$ cat config.mk
export PLATFORM = sky130hd
export DESIGN_NAME = thead_sync_rsp_flat
export DESIGN_NICKNAME = d
export VERILOG_FILES = /design/src/rtl/thead_sync_rsp_if.sv /design/src/rtl/thead_sync_rsp.sv /design/src/flat_wrapper.sv
export SDC_FILE = /design/constraint.sdc
export NUM_CORES = 1
export LEC_CHECK = 0
export CORE_MARGIN = 5
export CORE_UTILIZATION = 50
export DETAILED_ROUTE_END_ITERATION = 12
export GPL_TIMING_DRIVEN = 0
export PLACE_DENSITY = 0.81
export SKIP_CTS_REPAIR_TIMING = 1
export SLEW_MARGIN = 20
export SYNTH_ARGS = -nofsm -noshare
export SYNTH_HDL_FRONTEND = slang
export SYNTH_SLANG_ARGS = --single-unit
$ cat constraint.sdc
create_clock -name slow_clk -period 2.2 [get_ports slow_clk]
set_input_delay 0.55 -clock slow_clk [delete_from_list [all_inputs] [get_ports slow_clk]]
set_output_delay 0.55 -clock slow_clk [all_outputs]
set_load 0.05 [all_outputs]
$ cat src/rtl/thead_sync_rsp_if.sv
`default_nettype none
// ============================================================================
//  Module      : thead_sync_rsp_if
//  Description : Cross-domain request/acknowledge levels plus the local
//                valid/ready event channel of the PMU handshake responder.
//                master = initiator/consumer side, slave = responder.
//  Revision    : 1.0  initial release
// ============================================================================
interface thead_sync_rsp_if;
    logic req_in;   // request level from the initiating domain
    logic ack_out;  // acknowledge level back to the initiator
    logic out_vld;  // event valid toward the local consumer
    logic out_rdy;  // local consumer ready

    modport master (
        output req_in,
        output out_rdy,
        input  ack_out,
        input  out_vld
    );

    modport slave (
        input  req_in,
        input  out_rdy,
        output ack_out,
        output out_vld
    );
endinterface
`default_nettype wire

$ cat src/rtl/thead_sync_rsp.sv
`default_nettype none
// ============================================================================
//  Module      : thead_sync_rsp
//  Description : Responder end of the PMU cross-domain event handshake.
//                Synchronizes a held request level into slow_clk, presents
//                it once as a valid/ready event, returns an acknowledge
//                level and keeps a saturating count of accepted events.
//  Options     : THEAD_SYNC_RSP_TIMEOUT_EN - when defined, flags (to_err)
//                an initiator holding its request TO_CYCLES cycles in ACK.
//  Revision    : 1.0  initial release
// ============================================================================
module thead_sync_rsp #(
    parameter int SYNC_STAGES = 2,
    parameter int EVT_CNT_W   = 8,
    parameter int TO_CYCLES   = 1024
) (
    input  wire logic                 slow_clk,
    input  wire logic                 pad_cpu_rst,
    thead_sync_rsp_if.slave           hs,
    input  wire logic                 cnt_clr,
    output logic [EVT_CNT_W-1:0]      evt_cnt,
    output logic                      to_err
);

    // Parameter legality, caught at elaboration
    if ((SYNC_STAGES < 2) || (SYNC_STAGES > 4)) begin : g_chk_sync
        $error("thead_sync_rsp: SYNC_STAGES must be 2..4");
    end
    if (TO_CYCLES < 1) begin : g_chk_to
        $error("thead_sync_rsp: TO_CYCLES must be >= 1");
    end

    localparam logic [EVT_CNT_W-1:0] c_EVT_MAX = {EVT_CNT_W{1'b1}};
    localparam logic [EVT_CNT_W-1:0] c_EVT_ONE = EVT_CNT_W'(1);

    typedef enum logic [1:0] {
        ST_IDLE  = 2'd0,
        ST_VALID = 2'd1,
        ST_ACK   = 2'd2
    } state_t;

    logic [SYNC_STAGES-1:0] r_sync;
    logic                   w_req_s;
    state_t                 r_state;
    state_t                 w_state_nxt;
    logic                   r_out_vld;
    logic                   r_ack_out;
    logic                   w_vld_nxt;
    logic                   w_ack_nxt;
    logic                   w_accept;
    logic [EVT_CNT_W-1:0]   r_evt_cnt;

    // Synchronizer chain: the only logic that ever samples req_in
    always_ff @(posedge slow_clk) begin
        if (pad_cpu_rst) begin
            r_sync <= '0;
        end else begin
            r_sync <= {r_sync[SYNC_STAGES-2:0], hs.req_in};
        end
    end

    assign w_req_s  = r_sync[SYNC_STAGES-1];
    assign w_accept = (r_state == ST_VALID) && hs.out_rdy;

    // State register plus registered outputs decoded from the next state
    always_ff @(posedge slow_clk) begin
        if (pad_cpu_rst) begin
            r_state   <= ST_IDLE;
            r_out_vld <= 1'b0;
            r_ack_out <= 1'b0;
        end else begin
            r_state   <= w_state_nxt;
            r_out_vld <= w_vld_nxt;
            r_ack_out <= w_ack_nxt;
        end
    end

    // Next-state logic; a request falling while VALID still waits for accept
    always_comb begin
        w_state_nxt = r_state;
        case (r_state)
            ST_IDLE:  if (w_req_s)   w_state_nxt = ST_VALID;
            ST_VALID: if (w_accept)  w_state_nxt = ST_ACK;
            ST_ACK:   if (!w_req_s)  w_state_nxt = ST_IDLE;
            default:                 w_state_nxt = ST_IDLE;
        endcase
        w_vld_nxt = (w_state_nxt == ST_VALID);
        w_ack_nxt = (w_state_nxt == ST_ACK);
    end

    // Accepted-event counter: clear wins over count, clear+accept lands on 1
    always_ff @(posedge slow_clk) begin
        if (pad_cpu_rst) begin
            r_evt_cnt <= '0;
        end else if (cnt_clr) begin
            r_evt_cnt <= w_accept ? c_EVT_ONE : '0;
        end else if (w_accept && (r_evt_cnt != c_EVT_MAX)) begin
            r_evt_cnt <= r_evt_cnt + c_EVT_ONE;
        end
    end

    assign hs.out_vld = r_out_vld;
    assign hs.ack_out = r_ack_out;
    assign evt_cnt    = r_evt_cnt;

`ifdef THEAD_SYNC_RSP_TIMEOUT_EN
    localparam int                c_TO_W    = $clog2(TO_CYCLES + 1);
    localparam logic [c_TO_W-1:0] c_TO_MAX  = c_TO_W'(TO_CYCLES);
    localparam logic [c_TO_W-1:0] c_TO_LAST = c_TO_W'(TO_CYCLES - 1);
    localparam logic [c_TO_W-1:0] c_TO_ONE  = c_TO_W'(1);

    logic [c_TO_W-1:0] r_to_cnt;
    logic              r_to_err;
    logic              w_to_run;

    assign w_to_run = (r_state == ST_ACK) && w_req_s;

    // Hold-time counter; to_err is raised on the cycle the limit is reached
    always_ff @(posedge slow_clk) begin
        if (pad_cpu_rst) begin
            r_to_cnt <= '0;
            r_to_err <= 1'b0;
        end else begin
            if (!w_to_run) begin
                r_to_cnt <= '0;
            end else if (r_to_cnt != c_TO_MAX) begin
                r_to_cnt <= r_to_cnt + c_TO_ONE;
            end
            if (cnt_clr) begin
                r_to_err <= 1'b0;
            end else if (w_to_run && (r_to_cnt == c_TO_LAST)) begin
                r_to_err <= 1'b1;
            end
        end
    end

    assign to_err = r_to_err;
`else
    assign to_err = 1'b0;
`endif

endmodule
`default_nettype wire

$ cat src/flat_wrapper.sv
// flat-port wrapper written by rule: the top's interface ports become plain ports
module thead_sync_rsp_flat 
#(
    parameter int SYNC_STAGES = 2,
    parameter int EVT_CNT_W   = 8,
    parameter int TO_CYCLES   = 1024
)
  (slow_clk, pad_cpu_rst, cnt_clr, evt_cnt, to_err, hs_req_in, hs_out_rdy, hs_ack_out, hs_out_vld);
  thead_sync_rsp_if hs_i ();
  input  wire logic slow_clk;
  input  wire logic pad_cpu_rst;
  input  wire logic cnt_clr;
  output logic [EVT_CNT_W-1:0] evt_cnt;
  output logic to_err;
  input wire logic [$bits(hs_i.req_in)-1:0] hs_req_in;
  input wire logic [$bits(hs_i.out_rdy)-1:0] hs_out_rdy;
  output wire logic [$bits(hs_i.ack_out)-1:0] hs_ack_out;
  output wire logic [$bits(hs_i.out_vld)-1:0] hs_out_vld;
  assign hs_i.req_in = hs_req_in;
  assign hs_i.out_rdy = hs_out_rdy;
  assign hs_ack_out = hs_i.ack_out;
  assign hs_out_vld = hs_i.out_vld;
  thead_sync_rsp #(.SYNC_STAGES(SYNC_STAGES), .EVT_CNT_W(EVT_CNT_W), .TO_CYCLES(TO_CYCLES)) u_core (.slow_clk(slow_clk), .pad_cpu_rst(pad_cpu_rst), .hs(hs_i), .cnt_clr(cnt_clr), .evt_cnt(evt_cnt), .to_err(to_err));
endmodule
==> Yosys cells after proc, flatten, opt, wreduce, memory -nomap -nowiden <==
Index checks and enable logic that the tools add are counted.
{ "totals": {"rom_bits": 0, "ff_bits": 14, "latch_bits": 0, "mem_count": 0, "ramBits": 0, "in_bits": 5, "output_inout_bits": 11, "wordCells": 22} }
{ "op_classes": {"n_div": 0, "n_reduce_logical": 4, "n_addsub": 1, "bitwise_logic": 0, "n_mul": 0, "muxes": 7, "order_cmp": 0, "eq_ne": 5, "n_shift": 0} }
{ "ops": {"columns": ["op", "n"], "rows": [
  ["$mux W8", 2],
  ["$add A8 B1 Y8 const B", 1],
  ["$ne A8 B8 Y1 const B", 1],
  ["$mux W2", 3],
  ["$pmux W2 S3", 1],
  ["$eq A2 B1 Y1 const B", 2],
  ["$eq A2 B2 Y1 const B", 2],
  ["$logic_and A1 B1 Y1", 2],
  ["$logic_not A2 Y1", 1],
  ["$reduce_bool A2 Y1", 1],
  ["$mux W1", 1]
]} }

==> Depth between registers and ports, before layout <==
Gate-level depths: netlist of the first run.
{ "logic_depth": {"depth_word": 5, "mapped_depth": 4, "depth_no_buf": 4} }

==> Worst setup path after synthesis of the first run <==
No wires, ideal clock.
{ "synth_path": {"kind": "reg2reg", "start": "register u_core.r_evt_cnt[0], in the netlist u_core.evt_cnt[0]", "end": "register u_core.r_evt_cnt[5], in the netlist u_core.evt_cnt[5]", "synth_period_minus_slack_ns": 1.582, "path_buffers": 0, "stages_incl_launch_ff": 5, "setup_ns": 0.156, "arrival_ns": 1.426, "required_ns": 2.044, "setup_slack_ns": 0.618, "path_cell_list": "dfxtp_1 -> ha_1 -> and2_1 -> a2111oi_0 -> a211oi_1"} }
{ "synth_via": {"elab_chain_len": 3, "elab_cells_between_ends": 6, "cone_classes": "1 x add/sub; 1 x eq/ne; 2 x mux; 2 x reduce/logical"} }
{ "synth_rtl": {"columns": ["item", "line_no", "rtl"], "rows": [
  ["start, declared", "thead_sync_rsp.sv:51", "logic [EVT_CNT_W-1:0] r_evt_cnt;"],
  ["start signal, assigned", "thead_sync_rsp.sv:96", "r_evt_cnt <= w_accept ? c_EVT_ONE : '0;"],
  ["start signal, assigned", "thead_sync_rsp.sv:98", "r_evt_cnt <= r_evt_cnt + c_EVT_ONE;"],
  ["$add A8 B1 Y8 or $ne A8 B8 Y1 (tied branches)", "thead_sync_rsp.sv:98, thead_sync_rsp.sv:97", null],
  ["$mux W8 or $logic_and A1 B1 Y1 (tied branches)", "thead_sync_rsp.sv:97", "end else if (w_accept && (r_evt_cnt != c_EVT_MAX)) begin"],
  ["$mux W8 or $reduce_bool A2 Y1 (tied branches)", null, null]
]} }
Parallel ways exist; a longest one is shown, timed or not. The select of a mux whose other input is x is not followed.
A chain may end at the register's enable or synchronous reset.

==> Final worst setup path of the first run <==
{ "layout_path": {"start": "register u_core.r_evt_cnt[2], in the netlist u_core.evt_cnt[2]", "end": "output port evt_cnt[2]"} }
{ "layout_lines": {"columns": ["item", "line_no", "rtl"], "rows": [
  ["end, declared", "flat_wrapper.sv:13", "output logic [EVT_CNT_W-1:0] evt_cnt;"]
]} }
No word-level cell between the ends.

==> flow_metrics.py, run 1 <==
metrics = {
    "outcome": {
        "status": "complete, no violations",
    },
    "synth": {
        "synth_nets": 75,
        "ys.warnings.count": 0,
        "ys_types": 36,
        "syn_inst": 69,
        "synth_seq_area_share_pct": 42.6,
        "synth_top_cell_area_share_pct": 42.6,
        "synth.area.top_cells": "dfxtp_1 (43%), mux2i_1 (4.6%), nor3_1 (4.6%), a211oi_1 (3.4%), a21oi_1 (3.0%)",
        "yosys.area.top_type": "dfxtp_1",
        "ys_seq_elements": 14,
        "synthesis.area_um2": 658,
        "postSynthAreaPerCell_um2": 9.54,
    },
    "grt": {
        "grt_pass1_vias": 514,
        "overflow": 0,
        "antenna_found_initial": 0,
        "grt_max_degree": 11,
        "grt_first_pass_wirelength_um": 2390,
        "grtUsageTotal_pct": 16.6,
    },
    "power_and_ir_drop": {
        "powerDensity_nw_per_um2": 568,
        "peakVddDrop_mv": 0.328,
        "p_leak_nw": 0.358,
    },
    "routing": {
        "totalWireLength_um": 1520,
        "drt_first_pass_iters": 4,
        "viasPerCell": 6.11,
        "post_drt_wl_per_cell_um": 14.9,
        "ant_nets": 0,
        "vias": 623,
        "post-route-drc-count": 0,
        "drt-initial-drc-count": 13,
    },
    "worst_setup_path": {
        "cp_slowest_cell": "clkdlybuf4s50_1",
        "path_cells": "clkdlybuf4s50_1",
        "reg2reg_slack_ps": 630,
        "rr_startpoint": "u_core.evt_cnt[0]",
        "cp-end-kind": "primary output",
        "reg2reg_to": "u_core.evt_cnt[5]",
        "worst-setup-path-type": "flop to primary output",
        "worstPathMaxFanout": 7,
        "startpoint_type": "flop",
        "cp_data_arrival_time_ps": 1570,
        "timing.critical_path.buf_inv": 1,
        "reg2reg_depth": 4,
        "crit_family": "buffers and inverters",
        "critPathRequiredTime_ps": 1650,
        "max_stage_delay_ps": 840,
    },
    "timing": {
        "finalHoldViolCount": 0,
        "worst_pin_slew_ps": 507,
        "final.setup.tns_ps": 0,
        "setup_viol": 0,
        "max_slew_margin_pct": 65.3,
        "fmax_ghz": 0.471,
        "rsz0062_at_grt": "no",
        "period_share_pct": 96.5,
        "slew_viol_final": 0,
        "clock_skew_ps": 10.5,
        "period_needed_ps": 2120,
    },
    "die": {
        "io_pins": 16,
        "fp.dieW_um": 46.3,
        "dieArea_um2": 2140,
        "start_util_pct": 51.9,
        "fp-row-count": 13,
        "die_h_um": 46.3,
        "core_um2": 1270,
    },
    "final_layout": {
        "layout_commonest_cell": "dfxtp_1",
        "layout-drive-gt1-share_pct": 11.5,
        "fillers": 111,
        "final-seq-area_um2": 280,
        "utilization_pct": 67.7,
        "final_cell_mix": "dfxtp_1 (14), clkdlybuf4s50_1 (12), nor3_1 (6)",
        "layout.nets": 94,
        "antenna_cells": 0,
        "area_growth_pct": 30.4,
        "multi_input_area_um2": 350,
    },
    "cts": {
        "clk_pin_slew_worst_paths_ps": 90,
        "clk_latency_ps": 290,
        "cts_sinks": 14,
        "cts_root_buf": "clkbuf_4",
        "htreeDepth": 1,
        "tritoncts": "built",
        "cts.path.max_buffers": 2,
        "numCtsBuffers": 3,
    },
    "hold_path": {
        "worstHoldPathCells": 1,
        "hp-start": "u_core.r_sync[0]",
        "whs_endpoint": "u_core.r_sync[1]",
        "min-delay-path-class": "flop to flop",
    },
    "placed_design": {
        "dp_hpwl_um": 1000,
        "place_congestion": 0.757,
        "portBuffers": 14,
    },
    "job": {
        "drv_cap": 0,
    },
}
==> cells by family (layout without fill, tap and decap cells) <==
logic type,count (synthesis),in the layout,share of synthesized area [%]
DFF,14,14,42.6
other,1,1,0.570
and+or+nand+nor,28,28,27.6
adders and majority gates,1,1,1.90
buffers and inverters,6,24,4.18
AOI/OAI and AO/OA,16,16,18.6
muxes,3,3,4.56
==> layer usage <==
metal | wire length [µm] | up-vias | GRT usage [%]
li1 | - | 301 | -
met1 | 649 | 276 | 19.5
met2 | 698 | 39 | 26.4
met3 | 141 | 7 | 3.13
met4 | 34 | 0 | 11.9
met5 | 0 | - | 0
==> power by group <==
part	internal, W	switching (W)
Sequential	0.000257	0.00000245
Combinational	0.0000157	0.0000208
Clock	0.000101	0.0000902
==> cells in the mapped netlist, drive strengths merged <==
cell and number:
a311oi 1, nand4 1, nor2 1, nand3 2, a211oi 3, and3 1
and2 1, o31a 1, nand3b 2, nand2b 1, conb 1, mux2i 3
nor3 6, dfxtp 14, o41ai 1, and3b 1, and4b 1, o2111a 1
a2111oi 1, and4 1, buf 2, nand2 5, a31oi 2, ha 1
inv 3, o41a 1, clkbuf 1, a21oi 4, or2 2, or3 1
nor2b 2, o32ai 1
==> registers in the layout (all words and copies together) (netlist names) <==
signal and flops:
u_core.evt_cnt 8, u_core.r_state 2, u_core.r_sync 2, u_core.hs.ack_out 1, u_core.hs.out_vld 1
==> how the worst max path moves through the flow <==
stage,from,end,depth (start not counted)
final,u_core.evt_cnt[2],evt_cnt[2],1
after global routing,u_core.evt_cnt[2],evt_cnt[2],1
after CTS,u_core.evt_cnt[5],evt_cnt[5],1
after detailed placement,hs_out_rdy,u_core.evt_cnt[5],4
after global placement,hs_out_rdy,u_core.evt_cnt[7],4
after floorplan,u_core.evt_cnt[0],u_core.evt_cnt[5],4
==> area by class of cell <==
| cell class | count | area share (%) |
|---|---|---|
| Timing Repair Buffer | 14 | 16.9 |
| Inverter | 3 | 1.31 |
| Tap cell | 15 | 2.19 |
| Buffer | 3 | 1.90 |
| Multi-Input combinational cell | 49 | 40.8 |
| Clock buffer | 4 | 4.23 |
| Sequential cell | 14 | 32.7 |
==> metrics by stage <==
step	hold slack (ps)	instances	power, W	cell area [µm²]	worst slack, ps
after global routing	462	102	0.000504	858	20.8
after CTS	455	102	0.000488	853	35.2
after detailed placement	432	98	0.000302	817	164
after floorplan	414	69	0.000287	658	618
after global placement	420	98	0.000301	817	290
final	449	102	0.000487	858	77.9
No activity file was read; power rests on OpenSTA's default activity.
==> inputs of run 2 (changes only) <==
RECOVER_POWER = 100   (was default)
SETUP_SLACK_MARGIN = 0.05   (was default)
==> run 2 against run 1 <==
Against the previous run:
- global-route usage unchanged
- setup slack improved by 7.2 ps
- fmax grew 0.34%
- cell count stayed put
- register-to-register slack hardly changed
- die area unchanged
- wire length rose by 0.79%
- via count decreased by 1.8%
- largest power group unchanged
- highest routed layer unchanged
==> flow_metrics.py, run 2 (synthesis results as in run 1) <==
metrics = {
    "power_and_ir_drop": {
        "total_power_w": 0.000483,
        "p_seq_share_pct": 53.6,
        "clock_power_share_pct": 39.3,
        "net-switching-power_w": 0.000111,
        "p_int_w": 0.000372,
        "switching_share_pct": 23.1,
        "peakVddDrop_mv": 0.325,
        "powerDensity_nw_per_um2": 598,
        "p_leak_nw": 0.300,
        "p_comb_share_pct": 7.1,
    },
    "grt": {
        "grt_pass1_vias": 514,
        "grtUsageTotal_pct": 16.6,
        "antenna_found_initial": 0,
        "overflow": 0,
        "grt_max_degree": 11,
        "grt_first_pass_wirelength_um": 2390,
    },
    "timing": {
        "period_share_pct": 96.1,
        "setup_viol": 0,
        "slew_viol_final": 0,
        "max_slew_margin_pct": 60.2,
        "final.setup.tns_ps": 0,
        "timing.hold.ws_ps": 449,
        "period_needed_ps": 2110,
        "rsz0062_at_grt": "no",
        "clock_skew_ps": 11.3,
        "worst_pin_slew_ps": 600,
        "fmax_ghz": 0.473,
        "finalHoldViolCount": 0,
    },
    "worst_setup_path": {
        "worst-setup-path-type": "flop to primary output",
        "startpoint_type": "flop",
        "worstPathMaxFanout": 4,
        "max_stage_delay_ps": 890,
        "cp-end-kind": "primary output",
        "timing.critical_path.buf_inv": 1,
        "critPathRequiredTime_ps": 1650,
        "path_cells": "dlygate4sd3_1",
        "cp_data_arrival_time_ps": 1560,
        "cp_slowest_cell": "dlygate4sd3_1",
        "crit_family": "buffers and inverters",
    },
    "final_layout": {
        "area_growth_pct": 22.8,
        "final_cell_mix": "dfxtp_1 (14), clkbuf_1 (7), nor3_1 (6), dlygate4sd3_1 (6)",
        "layout.nets": 94,
        "layout_commonest_cell": "dfxtp_1",
        "final-seq-area_um2": 280,
        "multi_input_area_um2": 338,
        "fillers": 117,
        "fin_area_um2": 808,
        "largest_reg_flops": 8,
        "antenna_cells": 0,
        "layout-drive-gt1-share_pct": 9.20,
    },
    "die": {
        "fp.dieW_um": 46.3,
        "core_um2": 1270,
        "die_h_um": 46.3,
        "fp-row-count": 13,
        "io_pins": 16,
        "dieArea_um2": 2140,
        "start_util_pct": 51.9,
    },
    "cts": {
        "clk_pin_slew_worst_paths_ps": 90,
        "cts_root_buf": "clkbuf_4",
        "tritoncts": "built",
        "cts_sinks": 14,
        "numCtsBuffers": 3,
        "htreeDepth": 1,
        "cts.path.max_buffers": 2,
        "clk_latency_ps": 290,
    },
    "routing": {
        "post_drt_wl_per_cell_um": 15.0,
        "wl_met2_um": 688,
        "topRoutingLayerUsed": "met4",
        "drt-initial-drc-count": 13,
        "vias": 612,
        "dr_wl_met3_um": 145,
        "ant_nets": 0,
        "met1Wirelength_um": 657,
        "totalWireLength_um": 1540,
        "drt_first_pass_iters": 4,
        "post-route-drc-count": 0,
        "viasPerCell": 6.00,
    },
    "placed_design": {
        "dp_hpwl_um": 1000,
        "place_congestion": 0.757,
        "portBuffers": 14,
        "placed_area_um2": 817,
    },
    "hold_path": {
        "min-delay-path-class": "flop to flop",
    },
    "job": {
        "drv_cap": 0,
    },
    "outcome": {
        "status": "complete, no violations",
    },
}
## run 2: cell types whose count changed in the layout (fill, tap and decap cells not counted)
cell | previous run | this run
clkdlybuf4s50_1 | 12 | 3
clkbuf_1 | 1 | 7
dlygate4sd3_1 | 0 | 6
dlymetal6s2s_1 | 2 | 0
buf_2 | 1 | 0
nand3b_1 | 1 | 2
nand3b_4 | 1 | 0
## run 2: worst reg2reg max path: cells and delay by family, from the launching register on
kind / cells / cell delay (ps)
simple gates: 1 / 210
compound gates: 2 / 630
flops: 1 / 340
fa+ha+maj: 1 / 260
## run 2: cell type report
cell class | count | share of cell area, %
Buffer | 3 | 1.86
Clock buffer | 4 | 4.49
Inverter | 3 | 1.39
Multi-Input combinational cell | 49 | 41.8
Sequential cell | 14 | 34.7
Tap cell | 15 | 2.32
Timing Repair Buffer | 14 | 13.5
## run 2: power groups by stage
| stage | logic [W] | clock network (W) | registers (W) |
|---|---|---|---|
| 5_1_grt | 0.0000366 | 0.000205 | 0.000260 |
| 6_report | 0.0000342 | 0.000190 | 0.000259 |
| 4_1_cts | 0.0000363 | 0.000192 | 0.000260 |
| 2_1_floorplan | 0.0000174 | 0 | 0.000270 |
| 3_3_place_gp | 0.0000358 | 0 | 0.000266 |
| 3_5_place_dp | 0.0000362 | 0 | 0.000266 |
## run 2: final timing paths
path                           from                 to  cells past startpoint  slack (ps)
setup / recovery  u_core.evt_cnt[7]         evt_cnt[7]                      1          90
hold / removal     u_core.r_sync[0]   u_core.r_sync[1]                      1         450
setup reg to reg  u_core.evt_cnt[0]  u_core.evt_cnt[5]                      4         630
hold reg to reg    u_core.r_sync[0]   u_core.r_sync[1]                      1         450
## run 2: metal layers
layer	global-route usage, %	vias up
met4	11.9	0
met3	3.13	7
li1	-	304
met2	26.4	33
met5	0	-
met1	19.5	268
## run 2: per-stage QoR
step                utilization (%)  std cells  setup WS [ps]
floorplan                         -         69            618
global placement               64.4         98            290
detailed placement             64.4         98            164
CTS                            67.3        102           35.2
global route                   63.7        102           41.8
finish                         63.7        102           85.1
